===== config.mk =====
export PLATFORM = sky130hd
export DESIGN_NAME = wsi_burst_source
export DESIGN_NICKNAME = d
export VERILOG_FILES = /design/src/rtl/wsi_pkg.sv /design/src/rtl/wsi_burst_source_rng.sv /design/src/rtl/wsi_burst_source.sv
export SDC_FILE = /design/constraint.sdc
export NUM_CORES = 1
export LEC_CHECK = 0
export BUFFER_PORTS_ARGS = -buffer_cell sky130_fd_sc_hd__buf_2
export CORE_ASPECT_RATIO = 0.75
export CORE_MARGIN = 4
export CORE_UTILIZATION = 54
export DETAILED_ROUTE_END_ITERATION = 16
export GPL_TIMING_DRIVEN = 0
export HOLD_SLACK_MARGIN = 0.15
export PLACE_DENSITY = 0.9
export SYNTH_ARGS = -nofsm -noshare
export SYNTH_HDL_FRONTEND = slang
export SYNTH_SLANG_ARGS = --single-unit

===== constraint.sdc =====
create_clock -name clk -period 3.25 [get_ports clk]
set_input_delay 0.325 -clock clk [delete_from_list [all_inputs] [get_ports clk]]
set_output_delay 0.325 -clock clk [all_outputs]
set_load 0.005 [all_outputs]

===== src/rtl/wsi_pkg.sv =====
// rtl/wsi_pkg.sv - shared WSI command encoding, widths and burst-length helper
//
// Purpose: common types for the WSI burst source slice.
//   mCmdT   : WSI request command encoding.
//   stateT  : burst source sequencing states.
//   DATA/LEN/INFO/BE : WSI field widths.
//   pickLen : maps a random byte onto a burst length in 1..maxLen.
package wsi_pkg;

  localparam int DATA = 32;
  localparam int LEN  = 12;
  localparam int INFO = 8;
  localparam int BE   = 4;

  typedef enum logic [2:0] {
    IDLE = 3'b000,
    WR   = 3'b001,
    RD   = 3'b010
  } mCmdT;

  typedef enum logic [1:0] {
    WAIT_PEER,
    GAP,
    LOAD,
    BURST
  } stateT;

  function automatic logic [LEN-1:0] pickLen(input logic [7:0] r, input int maxLen);
    return LEN'((int'(r) % maxLen) + 1);
  endfunction

endpackage


===== src/rtl/wsi_burst_source_rng.sv =====
// rtl/wsi_burst_source_rng.sv - free-running Galois LFSR random source
//
// Purpose: pseudo-random word that advances on every clock.
// Ports:
//   clk   : clock.
//   reset : synchronous, active-high; reloads the seed.
//   value : current LFSR state.
module RandomNumberGenerator #(
  parameter int WIDTH = 32,
  parameter int SEED  = 1
) (
  input  logic             clk,
  input  logic             reset,
  output logic [WIDTH-1:0] value
);

  // x^32 + x^22 + x^2 + x + 1, right-shifting Galois form.
  localparam logic [WIDTH-1:0] TAPS  = WIDTH'(32'h8020_0003);
  // An all-zero state would lock the LFSR, so a zero seed falls back to 1.
  localparam logic [WIDTH-1:0] START = (SEED == 0) ? WIDTH'(1) : WIDTH'(SEED);

  always_ff @(posedge clk) begin
    if (reset) begin
      value <= START;
    end else if (value[0]) begin
      value <= (value >> 1) ^ TAPS;
    end else begin
      value <= value >> 1;
    end
  end

endmodule


===== src/rtl/wsi_burst_source.sv =====
// rtl/wsi_burst_source.sv - WSI write-burst traffic source with random length/gap
//
// Purpose: emits precise WSI write bursts separated by idle gaps. Length and
// gap are either fixed by parameter or drawn from the random source.
// Ports:
//   clk, reset         : clock, synchronous active-high reset.
//   enable             : permits a new burst to start (never truncates one).
//   wsi_SThreadBusy    : slave flow control; a word issues only when low.
//   wsi_SReset_n       : slave out of reset; low aborts the current burst.
//   wsi_M*             : registered WSI master request fields.
//   burst_count        : completed bursts, wraps at 16 bits.
module wsi_burst_source
  import wsi_pkg::*;
#(
  parameter int SEED      = 1,
  parameter int MAX_LEN   = 16,
  parameter int FIXED_LEN = 0,
  parameter int FIXED_GAP = -1
) (
  input  logic            clk,
  input  logic            reset,
  input  logic            enable,
  input  logic            wsi_SThreadBusy,
  input  logic            wsi_SReset_n,
  output logic [2:0]      wsi_MCmd,
  output logic            wsi_MReqLast,
  output logic            wsi_MBurstPrecise,
  output logic [LEN-1:0]  wsi_MBurstLength,
  output logic [DATA-1:0] wsi_MData,
  output logic [BE-1:0]   wsi_MByteEn,
  output logic [INFO-1:0] wsi_MReqInfo,
  output logic            wsi_MReset_n,
  output logic [15:0]     burst_count
);

  logic [31:0]    rngVal;
  logic           unusedRng;
  stateT          state;
  logic [2:0]     gapCnt;
  logic [2:0]     gapSeed;
  logic [LEN-1:0] burstLen;
  logic [LEN-1:0] loadLen;
  logic [7:0]     wordIdx;
  logic           lastWord;

  RandomNumberGenerator #(
    .WIDTH(32),
    .SEED (SEED)
  ) rng (
    .clk  (clk),
    .reset(reset),
    .value(rngVal)
  );

  assign unusedRng = ^{rngVal[31:16], rngVal[7], rngVal[3:0]};

  always_comb begin
    gapSeed = (FIXED_GAP < 0) ? rngVal[6:4] : 3'(FIXED_GAP);
    loadLen = (FIXED_LEN != 0) ? LEN'(FIXED_LEN) : pickLen(rngVal[15:8], MAX_LEN);
  end

  assign lastWord = ({4'b0000, wordIdx} == burstLen - 12'd1);

  always_ff @(posedge clk) begin
    if (reset) begin
      state             <= WAIT_PEER;
      gapCnt            <= '0;
      burstLen          <= '0;
      wordIdx           <= '0;
      wsi_MCmd          <= IDLE;
      wsi_MReqLast      <= 1'b0;
      wsi_MBurstPrecise <= 1'b0;
      wsi_MBurstLength  <= '0;
      wsi_MData         <= '0;
      wsi_MByteEn       <= '0;
      wsi_MReqInfo      <= '0;
      wsi_MReset_n      <= 1'b0;
      burst_count       <= '0;
    end else begin
      wsi_MReset_n      <= 1'b1;
      // Idle presentation unless a word is issued below.
      wsi_MCmd          <= IDLE;
      wsi_MReqLast      <= 1'b0;
      wsi_MBurstPrecise <= 1'b0;
      wsi_MBurstLength  <= '0;
      wsi_MData         <= '0;
      wsi_MByteEn       <= '0;
      wsi_MReqInfo      <= '0;

      if (!wsi_SReset_n) begin
        // Peer went away: drop the partial burst without counting it.
        state   <= WAIT_PEER;
        wordIdx <= '0;
      end else begin
        unique case (state)
          WAIT_PEER: begin
            if (wsi_MReset_n) begin
              state  <= GAP;
              gapCnt <= gapSeed;
            end
          end
          GAP: begin
            if (gapCnt != 3'd0) begin
              gapCnt <= gapCnt - 3'd1;
            end else if (enable) begin
              state <= LOAD;
            end
          end
          LOAD: begin
            burstLen <= loadLen;
            wordIdx  <= '0;
            state    <= BURST;
          end
          BURST: begin
            if (!wsi_SThreadBusy) begin
              wsi_MCmd          <= WR;
              wsi_MBurstPrecise <= 1'b1;
              wsi_MBurstLength  <= burstLen;
              wsi_MData         <= {burst_count, 8'h00, wordIdx};
              wsi_MByteEn       <= 4'hF;
              wsi_MReqInfo      <= burst_count[7:0];
              wordIdx           <= wordIdx + 8'd1;
              if (lastWord) begin
                wsi_MReqLast <= 1'b1;
                burst_count  <= burst_count + 16'd1;
                state        <= GAP;
                gapCnt       <= gapSeed;
              end
            end
          end
          default: state <= WAIT_PEER;
        endcase
      end
    end
  end

endmodule


==> results.toml, run 1 <==
[timing]
setup_viol = 0
post-route-min-period_ps = 3160
min_period_over_period = 0.973
fin_tns_setup_ps = 0
fmax_mhz = 316
max-slew-margin-rel = 0.548
finalHoldViolations = 0
tightestPinTransition_ps = 670
rsz0062_at_grt = "no"
finClkSkew_ps = 7.93
slew_violations = 0

[worst_setup_path]
critPathArrivalTime_ps = 3450
critPathMaxFanout = 10
reg2reg_from = "burstLen[0]"
endpoint = "burst_count[13]"
ff2ff_setup_slack_ps = 90
cp-start-kind = "flop"
worstRegToRegCells = 10
r2r_end = "burst_count[13]"
critPathLaunch = "burstLen[0]"
critPathKind = "flop to flop"
required_ps = 3540
critical_path.endpoint_type = "flop"

[routing]
final_antenna_net_count = 0
drt_iter0_drc = 137
wirelength_um = 8100
drc = 0
drt_pass1_iterations = 4
detail_route.vias_per_cell = 5.05
vias = 3012
wire_per_inst_um = 13.6

[cts]
cts_buffers = 9
cts_root_buf = "clkbuf_8"
tritoncts = "yes"
clock_latency_ps = 360
clockBufferDepth = 2
cts_hold_buf = 0
h-tree-depth = 3
clock-sinks = 98
clk_pin_slew_ps = 90

[placement]
dp.cells = 578
routabilityCongestion = 0.902
dp_hpwl_um = 5890
io_buffers = 65

[floorplanning]
row_count = 26
ios = 83
die_y_um = 81.2
die_area_um2 = 8570
core-area_um2 = 6860
die_x_um = 106
start_util = 0.561

[flow_run]
maxCapViolCount = 0

[yosys]
ys_types = 46
synth_common_cells = "dfxtp_1 (98), nor2b_1 (33), buf_4 (30)"
synth_top_area_cell = "dfxtp_1"
async_reset_ff_frac = 0
synth_top_area_frac = 0.509
synthMostInstantiatedCell = "dfxtp_1"
synth_cells = 399
seq_area_frac_synth = 0.509
synth_area_leaders = "dfxtp_1 (51%), buf_4 (5.8%), nor2b_1 (5.4%), ha_1 (3.9%), and3_1 (3.4%)"
ys.flop_type = "dfxtp_1"
ys_warn_count = 0
synth_edf_count = 0
syn-cell-area_um2 = 3850
ys_seq_elements = 98
avgSynthCellArea_um2 = 9.66

[power]
p_leak_nw = 2.05
power.density_nw_per_um2 = 471
ir_drop_mv = 0.334

[global_routing]
track_usage = 0.194
antenna_found_initial = 0
grt_pass1_vias = 2878
grt-ovfl-total = 0
grt_max_degree = 17
grt_pass1_wl_um = 13200

[final_layout]
nNetsFinal = 510
antenna_cells = 0
areaGrowthSynthToFinish_pct = 20.1
drive_above_1_share = 0.257
stdcell_count = 596
fill_cells = 526

[worst_hold_path]
hold_class = "primary input to flop"

[status]
outcome = "completed"
## cell families after synthesis
kind of cell,after synthesis,synth area share
AND/OR/NAND/NOR,154,0.226
adder cells (fa/ha/maj),12,0.0390
multiplexers,4,0.0110
buffers and inverters,62,0.0935
AO/OA/AOI/OAI,53,0.0821
XOR/XNOR,15,0.0380
flip-flops,98,0.509
other,1,0.000973
## report_power, final
| part | switching, W | internal, W |
|---|---|---|
| Clock | 0.000405 | 0.000455 |
| Combinational | 0.0000561 | 0.0000417 |
| Sequential | 0.00000857 | 0.00121 |
## metrics by stage
| step | setup WS, ps | hold slack, ps | power (W) | cell area [um2] | utilization |
|---|---|---|---|---|---|
| after floorplan | 291 | 414 | 0.00132 | 3910 | - |
| after global placement | 127 | 420 | 0.00134 | 4360 | 0.635 |
| after detailed placement | 67.2 | 426 | 0.00135 | 4360 | 0.635 |
| after CTS | 38.4 | 262 | 0.00219 | 4590 | 0.669 |
| after global routing | 16.9 | 274 | 0.00227 | 4630 | 0.674 |
| final | 89.0 | 286 | 0.00218 | 4630 | 0.674 |
## layout make-up
class	count	area (um2)	share of cell area
sequential	98	1970	0.426
multi-input combinational	255	1610	0.347
timing repair buffer	67	340	0.0736
buffer	45	297	0.0641
clock buffer	10	138	0.0297
tap	98	123	0.0265
clock inverter	6	90.1	0.0195
inverter	17	63.8	0.0138
## flip-flops by register name, summed over array words and instances, names as in the netlist
signal            cells
gapCnt                3
state                 2
wsi_MReset_n          1
wsi_MData            24
wordIdx               8
wsi_MBurstLength      5
rng.value            32
burstLen              5
wsi_MReqLast          1
wsi_MByteEn           1
burst_count          16
## per-layer routing
metal | wire (um) | global-route usage | share of wire | vias to the layer above
met5 | 0 | 0 | 0 | -
met4 | 116 | 0.0802 | 0.014 | 0
met3 | 646 | 0.0675 | 0.080 | 13
met2 | 3890 | 0.338 | 0.48 | 115
met1 | 3450 | 0.221 | 0.43 | 1381
li1 | - | - | - | 1503
## cell usage in the layout (no fill, tap or decap), types with 11 or more instances in the layout
cell	count
buf_4	32
clkbuf_1	13
and3_1	21
ha_1	11
or3_1	14
conb_1	17
nor2_1	25
dfxtp_1	96
buf_2	65
nor2b_1	33
nand2_1	15
a21oi_1	18
nor3_1	13
inv_1	17
## worst max-delay path, stage by stage (launching register included)
cell	delay, ps
dfxtp_4	370
inv_1	60
ha_2	200
nor3b_1	140
ha_1	200
or4_4	440
or4_1	520
or4_4	530
buf_6	160
or3_4	330
a21oi_2	140
## how the worst min path moves through the flow
stage | from | end | slack, ps | depth (start not counted)
floorplan | rng.value[12] | rng.value[11] | 410 | 1
global placement | rng.value[15] | rng.value[14] | 420 | 1
detailed placement | rng.value[16] | rng.value[15] | 430 | 1
CTS | reset | wsi_MReset_n | 260 | 2
global route | reset | wsi_MReset_n | 270 | 2
finish | reset | wsi_MReset_n | 290 | 2
## repair_timing
item,4_1_cts,5_1_grt
setup buffers,0,2
resized for setup,0,8
setup endpoints to repair,0,9
Note: power is estimated with default switching activity, not from simulation.
==> inputs of run 2 (changes only) <==
Settings changed: SYNTH_HIERARCHICAL from default to 1.
==> results.toml, run 2 <==
[global_routing]
antenna_found_initial = 0
grt_max_degree = 17
grt_pass1_wl_um = 13300
grt-ovfl-total = 0
grt_pass1_vias = 2893
track_usage = 0.193

[final_layout]
drive_above_1_share = 0.260
largest_register = "rng/value"
antenna_cells = 0
multiInputGateArea_um2 = 1630
layout_common_cells = "dfxtp_1 (98), buf_2 (70), buf_4 (33)"
areaGrowthSynthToFinish_pct = 19.4
final_common_cell = "dfxtp_1"
largest_register_ffs = 32
largestRegisters = "rng/value: 32 flops, wsi_MData: 24 flops, burst_count: 16 flops"
fill_cells = 524
regArea_um2 = 1960
nNetsFinal = 505

[yosys]
avgSynthCellArea_um2 = 9.85
synth_top_area_frac = 0.504
ys.flop_type = "dfxtp_1"
seq_area_frac_synth = 0.504
ys_seq_elements = 98
synth_area_leaders = "dfxtp_1 (50%), buf_4 (6.2%), nor2b_1 (5.1%), and2_1 (3.9%), ha_1 (3.9%)"
synth_edf_count = 0
synth_common_cells = "dfxtp_1 (98), buf_4 (32), nor2b_1 (32)"
synth_top_area_cell = "dfxtp_1"
ys_types = 45
synth_cells = 395
ys_warn_count = 6
syn-cell-area_um2 = 3890
synthMostInstantiatedCell = "dfxtp_1"
async_reset_ff_frac = 0

[routing]
drc = 0
detail_route.vias_per_cell = 5.19
wirelength_um = 8250
vias = 3069
drt_pass1_iterations = 7
drt_iter0_drc = 165
wire_per_inst_um = 14.0
final_antenna_net_count = 0

[placement]
io_buffers = 65
routabilityCongestion = 0.834
dp_hpwl_um = 5850

[cts]
cts_root_buf = "clkbuf_8"
clock_latency_ps = 360
h-tree-depth = 3
tritoncts = "yes"
clockBufferDepth = 2
clock-sinks = 98
clk_pin_slew_ps = 90
cts_buffers = 9

[floorplanning]
core-area_um2 = 6900
row_count = 26
ios = 83
die_area_um2 = 8640
start_util = 0.564
die_x_um = 106
die_y_um = 81.5

[timing]
fin_tns_setup_ps = 0
max-slew-margin-rel = 0.647
setup_viol = 0
slew_violations = 0
min_period_over_period = 0.945
finClkSkew_ps = 9.95
rsz0062_at_grt = "no"
hold_slack_ps = 186
tightestPinTransition_ps = 530
post-route-min-period_ps = 3070
fmax_mhz = 326
finalHoldViolations = 0

[worst_setup_path]
required_ps = 3550
critPathMaxFanout = 10
critical_path.endpoint_type = "flop"
critPathKind = "flop to flop"
worstRegToRegCells = 10
cp-start-kind = "flop"
critPathArrivalTime_ps = 3370

[power]
p_leak_nw = 2.03
power.density_nw_per_um2 = 477
ir_drop_mv = 0.321

[flow_run]
maxCapViolCount = 0

[status]
outcome = "completed"

[worst_hold_path]
hold_class = "primary input to flop"
min_path_cells = 2
[run 2: cell types whose count changed after synthesis, moves of 4 or more]
cell,before,now
and2_1,1,24
and3_1,21,0
buf_2,0,5
clkbuf_1,13,6
nand3_1,6,10
nor3_1,13,9
o21ai_1,6,0
o31ai_1,2,13
or3_1,15,4
or4_1,2,12
xor2_1,4,9
[run 2: report_power, final]
| group | internal (W) | switching, W | total [W] |
|---|---|---|---|
| registers | 0.00122 | 0.00000858 | 0.00122 |
| logic | 0.0000429 | 0.0000534 | 0.0000963 |
| clock network | 0.000480 | 0.000413 | 0.000892 |
| total | 0.00174 | 0.000475 | 0.00221 |
[run 2: final timing paths]
path                     end  slack, ps           from
max          burst_count[13]        180    burstLen[0]
max reg2reg  burst_count[13]        180    burstLen[0]
min            rng/value[24]        190          reset
min reg2reg    rng/value[18]        430  rng/value[19]
[run 2: stage by stage]
| stage | worst slack [ps] | total power [W] | area (um2) | util | instances |
|---|---|---|---|---|---|
| after floorplan | 608 | 0.00132 | 3950 | - | 411 |
| after CTS | 107 | 0.00223 | 4640 | 0.672 | 590 |
| after global routing | 16.9 | 0.00229 | 4640 | 0.673 | 591 |
| after detailed placement | 174 | 0.00135 | 4400 | 0.638 | 574 |
| final | 179 | 0.00221 | 4640 | 0.673 | 591 |
| after global placement | 271 | 0.00134 | 4400 | 0.638 | 574 |
[run 2: critical path, stage by stage (launching register included)]
cell and delay (ps):
dfxtp_1 450, inv_1 100, ha_1 280, nor3b_1 170, ha_1 220, or4_4 460, nor4_1 260, nand4_1 250
buf_6 230, or4_1 460, a21oi_1 140
[run 2: metal layers]
layer	wire, um	track usage	up-vias
met4	158	0.0815	0
li1	-	-	1477
met5	0	0	-
met3	552	0.0542	14
met1	3490	0.226	1460
met2	4050	0.339	118
[run 2: layout make-up]
type                    count  share of cell area
flip-flops and latches     98               0.423
multi-input cells         254               0.352
repair buffers             66              0.0717
plain buffers              45              0.0652
clock buffers              11              0.0326
well taps                  98              0.0264
clock inverters             5              0.0186
inverters                  14              0.0113
[run 2: timing repair]
item | in CTS | in global routing
setup endpoints to repair | 0 | 8
gates resized for setup | 0 | 0
buffers inserted | 0 | 1
hold buffers | 0 | 0
[run 2: cell families (layout without fill, tap and decap cells)]
kind of cell    count (synthesis)  in the layout  synth area share
simple gates                  150            150             0.222
flops                          98             98             0.504
buf+inv                        59            141            0.0913
compound gates                 53             53            0.0891
xor+xnor                       20             20            0.0489
fa+ha+maj                      12             12            0.0386
mux                             2              2           0.00515
other cells                     1             17          0.000964
